$ cat config.mk
export PLATFORM = sky130hd
export DESIGN_NAME = float_to_fixed_flat
export DESIGN_NICKNAME = d
export VERILOG_FILES = /design/src/rtl/float_to_fixed_if.sv /design/src/rtl/float_to_fixed.sv /design/src/flat_wrapper.sv
export SDC_FILE = /design/constraint.sdc
export NUM_CORES = 1
export LEC_CHECK = 0
export BUFFER_PORTS_ARGS = -buffer_cell sky130_fd_sc_hd__buf_4
export CAP_MARGIN = 20
export CORE_AREA = 5 5 42 44
export DETAILED_ROUTE_END_ITERATION = 6
export DIE_AREA = 0 0 47 49
export HOLD_SLACK_MARGIN = 0.08
export PLACE_DENSITY = 0.58
export SYNTH_ARGS = -nofsm -noshare
export SYNTH_HDL_FRONTEND = slang
export SYNTH_SLANG_ARGS = --single-unit
$ cat constraint.sdc
create_clock -name clk -period 1.9 [get_ports clk]
set_input_delay 0.19 -clock clk [delete_from_list [all_inputs] [get_ports clk]]
set_output_delay 0.19 -clock clk [all_outputs]
set_load 0.005 [all_outputs]
$ cat src/rtl/float_to_fixed_if.sv
// Bus bundle between the float_to_fixed denormaliser and its producer and consumer.
// The slave modport is the block's view. The master modport is the driving environment's view.
interface float_to_fixed_if #(
    parameter int MW = 4,
    parameter int EW = 2
);
    // Valid/ready handshake on both sides. A transfer happens on a rising clk
    // edge where valid and ready are both 1. The producer keeps valid and its
    // data steady until that edge. The block never makes a ready depend on a
    // valid in the same cycle.
    logic          in_valid;
    logic          in_ready;
    logic [MW-1:0] F;
    logic [EW-1:0] P;
    logic          out_valid;
    logic          out_ready;
    logic [MW-1:0] _D;
    logic          nonnorm;
    logic [1:0]    dbg_state;

    modport slave (
        input  in_valid, F, P, out_ready,
        output in_ready, out_valid, _D, nonnorm, dbg_state
    );

    modport master (
        output in_valid, F, P, out_ready,
        input  in_ready, out_valid, _D, nonnorm, dbg_state
    );
endinterface

$ cat src/rtl/float_to_fixed.sv
// Serial denormaliser: rebuilds D = F >> P one bit per clock.
// The result is driven active-low on _D.
module float_to_fixed #(
    parameter int MW = 4,
    parameter int EW = 2
) (
    input  logic             clk,
    input  logic             rst,
    float_to_fixed_if.slave  bus
);
    typedef enum logic [1:0] {
        IDLE  = 2'd0,
        SHIFT = 2'd1,
        DONE  = 2'd2
    } state_e;

    localparam logic [EW-1:0] MAX_P = '1;

    state_e        state_q, state_d;
    logic [MW-1:0] sr_q, sr_d;
    logic [EW-1:0] cnt_q, cnt_d;
    logic          nonnorm_q, nonnorm_d;

    always_ff @(posedge clk) begin
        if (rst) begin
            state_q   <= IDLE;
            sr_q      <= '0;
            cnt_q     <= '0;
            nonnorm_q <= 1'b0;
        end else begin
            state_q   <= state_d;
            sr_q      <= sr_d;
            cnt_q     <= cnt_d;
            nonnorm_q <= nonnorm_d;
        end
    end

    always_comb begin
        state_d   = state_q;
        sr_d      = sr_q;
        cnt_d     = cnt_q;
        nonnorm_d = nonnorm_q;
        case (state_q)
            IDLE: begin
                if (bus.in_valid) begin
                    sr_d      = bus.F;
                    cnt_d     = bus.P;
                    // The all-max exponent with a missing leading one is the normaliser's clamp, not an error.
                    nonnorm_d = !bus.F[MW-1] && (bus.F != '0) && (bus.P != MAX_P);
                    state_d   = SHIFT;
                end
            end
            SHIFT: begin
                if (cnt_q == '0) begin
                    state_d = DONE;
                end else begin
                    sr_d  = sr_q >> 1;
                    cnt_d = cnt_q - EW'(1);
                end
            end
            DONE: begin
                if (bus.out_ready) begin
                    state_d = IDLE;
                end
            end
            default: state_d = IDLE;
        endcase
    end

    assign bus.in_ready  = (state_q == IDLE);
    assign bus.out_valid = (state_q == DONE);
    assign bus._D        = ~sr_q;
    assign bus.nonnorm   = nonnorm_q;
    assign bus.dbg_state = state_q;
endmodule

$ cat src/flat_wrapper.sv
// flat-port wrapper written by rule: the top's interface ports become plain ports
module float_to_fixed_flat 
#(
    parameter int MW = 4,
    parameter int EW = 2
)
  (clk, rst, bus_in_valid, bus_F, bus_P, bus_out_ready, bus_in_ready, bus_out_valid, bus__D, bus_nonnorm, bus_dbg_state);
  float_to_fixed_if #(.MW(MW), .EW(EW)) bus_i ();
  input  logic clk;
  input  logic rst;
  input wire logic [$bits(bus_i.in_valid)-1:0] bus_in_valid;
  input wire logic [$bits(bus_i.F)-1:0] bus_F;
  input wire logic [$bits(bus_i.P)-1:0] bus_P;
  input wire logic [$bits(bus_i.out_ready)-1:0] bus_out_ready;
  output wire logic [$bits(bus_i.in_ready)-1:0] bus_in_ready;
  output wire logic [$bits(bus_i.out_valid)-1:0] bus_out_valid;
  output wire logic [$bits(bus_i._D)-1:0] bus__D;
  output wire logic [$bits(bus_i.nonnorm)-1:0] bus_nonnorm;
  output wire logic [$bits(bus_i.dbg_state)-1:0] bus_dbg_state;
  assign bus_i.in_valid = bus_in_valid;
  assign bus_i.F = bus_F;
  assign bus_i.P = bus_P;
  assign bus_i.out_ready = bus_out_ready;
  assign bus_in_ready = bus_i.in_ready;
  assign bus_out_valid = bus_i.out_valid;
  assign bus__D = bus_i._D;
  assign bus_nonnorm = bus_i.nonnorm;
  assign bus_dbg_state = bus_i.dbg_state;
  float_to_fixed #(.MW(MW), .EW(EW)) u_core (.clk(clk), .rst(rst), .bus(bus_i));
endmodule
== Word-level counts from Yosys, hierarchy flattened ==
Cells that the tools add are included.
W data, S select, Z words.

* Bits in registers: 9
* Input bits: 10

* $add $sub $neg: 1
* Equal/unequal tests: 7
* Muxes and demuxes: 10
* Bitwise gates (word level): 1
* Reductions and logical operators: 10

{| class="wikitable"
|+ Operator list
! operator !! number
|-
| $mux W2 || 5
|-
| $mux W4 || 2
|-
| $ne A2 B2 Y1 const B || 4
|-
| $pmux W4 S2 || 1
|-
| $pmux W2 S3 || 1
|-
| $reduce_and A3 Y1 || 2
|-
| $logic_not A2 Y1 || 2
|-
| $not A4 Y4 || 1
|-
| $pmux W2 S2 || 1
|-
| $reduce_bool A4 Y1 || 1
|-
| $eq A2 B1 Y1 const B || 1
|-
| $eq A2 B2 Y1 const B || 1
|-
| $logic_and A1 B1 Y1 || 2
|-
| $ne A2 B1 Y1 const B || 1
|-
| $reduce_and A2 Y1 || 1
|-
| $reduce_bool A2 Y1 || 1
|-
| $sub A2 B1 Y2 const B || 1
|-
| $logic_not A1 Y1 || 1
|}

== Depth between registers and ports, before layout ==
* Depth after elaboration: 3
* Depth in mapped cells: 5
* Mapped depth without buffers: 5

== Worst setup path after synthesis ==
Ideal clock, no wire load.

* Path type: reg2reg
* Start: register u_core.state_q[0], in the netlist u_core.bus.dbg_state[0]
* End: register u_core.nonnorm_q, in the netlist u_core.bus.nonnorm
* Arrival time: 1.425 ns
* Required time: 1.833 ns
* Setup slack: 0.408 ns
* Stages on the path, launching flop included: 6
* Cells stage by stage: dfxtp_1 buf_6 or3b_1 buf_2 a2111o_1 a21oi_2

* Word-level cells in the longest chain between the ends: 2

{| class="wikitable"
|+ Ends and longest elaborated chain
! what !! RTL line !! source
|-
| start, declared || float_to_fixed.sv:19 || <nowiki>state_e state_q, state_d;</nowiki>
|-
| start signal, assigned || float_to_fixed.sv:31 || <nowiki>state_q <= state_d;</nowiki>
|-
| $logic_not A2 Y1 || float_to_fixed.sv:43 || <nowiki>case (state_q)</nowiki>
|-
| $reduce_and A2 Y1 (no line) || -- ||
|-
| end signal, assigned || float_to_fixed.sv:34 || <nowiki>nonnorm_q <= nonnorm_d;</nowiki>
|-
| end, declared || float_to_fixed.sv:22 || <nowiki>logic nonnorm_q, nonnorm_d;</nowiki>
|}

No other way between the ends.
A chain may end at the register's enable or synchronous reset.

== Worst setup path in the final report ==
Ends and elaborated chain as after synthesis.

==> flow_summary_export.csv <==
group,metric,value,unit
sta,fmax,655,MHz
route,drcViolationCount,0,
sta,fin_crit,1.53,ns
yosys,synth_cell_types,26,
sta,finalSetupTns,0,ns
global_route,grt_overflow,0,
cts,clock_path_buffers,2,
yosys,ys_seq_area_frac,0.393,
floorplanning,core_area,1400,sq um
finish,drive_above_1_share,0.342,
yosys,synth_area,458,sq um
cts,cts_setup_buffers,0,
cts,clock_latency,0.25,ns
setup_path,crit_fanout,11,
setup_path,required,2.10,ns
setup_path,path_buf_inv,0,
finish,syn2layout_area_growth,35.2,%
sta,min_period_over_period,0.804,
global_route,grt_pass1_wl,1810,microns
cts,cts_root_buf,"clkbuf_4",
placement,placed_cell_area,593,sq um
global_route,grt.total_usage,0.111,
cts,cts_tree,"yes",
setup_path,cp_data_arrival_time,1.72,ns
cts,cts_max_level,1,
sta,worstMarginPinSlew,0.307,ns
floorplanning,fp-row-count,14,
global_route,grt_max_degree,12,
setup_path,critPathCaptureType,"flip-flop",
sta,setup_viol,0,
yosys,ys_warn_count,0,
global_route,grt_pass1_vias,452,
floorplanning,die_x,47,microns
floorplanning,dieArea,2300,sq um
route,vias,434,
setup_path,path_cells,"or3b_1, a2111o_1, a21oi_2",
yosys,synth_nets,65,
sta,maxSlewViolCount,0,
outcome,status,"finished clean",
sta,relSlewSlack,0.790,
finish,finalNetCount,85,
setup_path,path_class,"reg -> reg",
cts,cts_hold_buffers,0,
floorplanning,die_h,49,microns
placement,dpl.hpwl,879,microns
job,drv_cap,0,
route,dr.pass1.iters,4,
yosys,avgSynthCellArea,8.48,sq um
min_path,hp-class,"in -> reg",
cts,clock_sinks,9,
cts,numCtsBuffers,3,
floorplanning,io_pins,19,
setup_path,cp-start-kind,"flip-flop",
yosys,synth-seq-cells,9,
global_route,grt_antenna_before_repair,0,
placement,port_buffers,18,
setup_path,r2r_slack,0.37,ns
power,powerDensity,811,nW/um^2
route,initialDrtViolationCount,9,
setup_path,max_stage_delay,0.52,ns
cts,cts_resized,0,
placement,gp_congestion,0.753,
setup_path,cpLargestDelayFamily,"compound AO/OA/AOI/OAI gates",
route,viasPerCell,4.88,
floorplanning,initial_utilization,0.327,
sta,rsz0062_at_grt,"no",
route,wl_per_cell,12.2,microns
power,p_leak,0.273,nW
cts,clk_pin_slew,0.06,ns
sta,hold_viol,0,
finish,design_area,619,sq um
route,drtAntennaViolNets,0,
route,wl,1090,microns
power,ir_worst_vdd,0.384,mV
setup_path,slowest_stage,"or3b_1",
sta,finalClockSkew,0.00142,ns
finish,antennaDiodeCount,0,
yosys,syn_inst,54,
[worst register-to-register path, delay by kind of cell, from the launching register on]
kind	cells	cell delay [ns]
compound gates	2	0.55
flops	1	0.40
simple gates	1	0.52
[area by class of cell]
| type | instances | area (sq um) |
|---|---|---|
| multi-input combinational | 33 | 224 |
| fill | 167 | 782 |
| tap | 16 | 20.0 |
| sequential | 9 | 180 |
| clock buffer | 4 | 26.3 |
| inverter | 9 | 33.8 |
| timing repair buffer | 18 | 135 |
[report_power, final]
group	leakage, nW	internal [W]	switching (W)
sequential	0.0743	0.000209	0.0000176
combinational	0.183	0.0000723	0.0000568
clock	0.0150	0.0000808	0.0000651
total	0.273	0.000362	0.000140
[cells by family (layout without fill, tap and decap cells)]
group,after synthesis,in the layout,share of synthesized area
and+or+nand+nor,16,16,0.189
DFF,9,9,0.393
buffers and inverters,12,31,0.117
AOI/OAI and AO/OA,15,15,0.249
muxes,1,1,0.0246
adders and majority gates,1,1,0.0273
[stage by stage]
step                utilization  worst slack (ns)  total power [W]  hold WS (ns)  std cells
finish                    0.442             0.373         0.000502         0.148         89
global route              0.442             0.289         0.000541         0.135         89
CTS                       0.442             0.360         0.000514         0.139         89
detailed placement        0.423             0.378         0.000363         0.417         85
global placement          0.423             0.382         0.000361         0.422         85
floorplan                     -             0.408         0.000307         0.364         54
[flip-flops by register name, summed over array words and instances, names as in the netlist]
name,flops
u_core.bus.nonnorm,1
u_core.cnt_q,2
u_core.bus.dbg_state,2
u_core.sr_q,4
[worst paths after layout]
check	cells after the start	end	startpoint
worst max-delay path	3	u_core.bus.nonnorm$_SDFFE_PP0P_	u_core.bus.dbg_state[0]$_SDFFE_PP0P_
worst max register to register	3	u_core.bus.nonnorm$_SDFFE_PP0P_	u_core.bus.dbg_state[0]$_SDFFE_PP0P_
worst min register to register	2	u_core.sr_q[0]$_SDFFE_PP0P_	u_core.sr_q[0]$_SDFFE_PP0P_
worst min-delay path	2	u_core.bus.nonnorm$_SDFFE_PP0P_	rst
[layout by cell type, fill, tap and decap left out]
cell type,n
clkbuf_1,1
o22ai_1,2
nand2b_1,2
a21o_1,1
nand2_1,1
a32o_1,1
a2111o_1,1
a21oi_2,1
o221ai_1,2
a2111oi_0,1
nor3_1,1
clkbuf_4,3
buf_4,18
nor2_1,7
inv_1,9
ha_1,1
a31o_1,1
or3b_2,1
dfxtp_1,9
a21oi_1,3
a211oi_1,1
or3b_1,1
or2_2,1
a31oi_1,1
nor3b_1,2
mux2_2,1
[cells in the mapped netlist (all sizes together)]
| cell | instances | area [sq um] |
|---|---|---|
| a2111o | 1 | 11.3 |
| a2111oi | 1 | 8.76 |
| a211oi | 1 | 7.51 |
| a21o | 1 | 7.51 |
| a21oi | 4 | 23.8 |
| a31o | 1 | 8.76 |
| a31oi | 1 | 6.26 |
| a32o | 1 | 10.0 |
| buf | 3 | 20.0 |
| dfxtp | 9 | 180 |
| ha | 1 | 12.5 |
| inv | 9 | 33.8 |
| mux2 | 1 | 11.3 |
| nand2 | 1 | 3.75 |
| nand2b | 2 | 12.5 |
| nor2 | 7 | 26.3 |
| nor3 | 1 | 5.00 |
| nor3b | 2 | 15.0 |
| o221ai | 2 | 17.5 |
| o22ai | 2 | 12.5 |
| or2 | 1 | 6.26 |
| or3b | 2 | 17.5 |
[routing by layer]
metal	up-vias	wire length, microns	track usage
met5	-	0	0
met4	0	0	0.0691
met3	0	87	0.0517
met2	15	539	0.167
met1	193	462	0.121
li1	226	-	-
No activity file was read; power rests on OpenSTA's default activity.
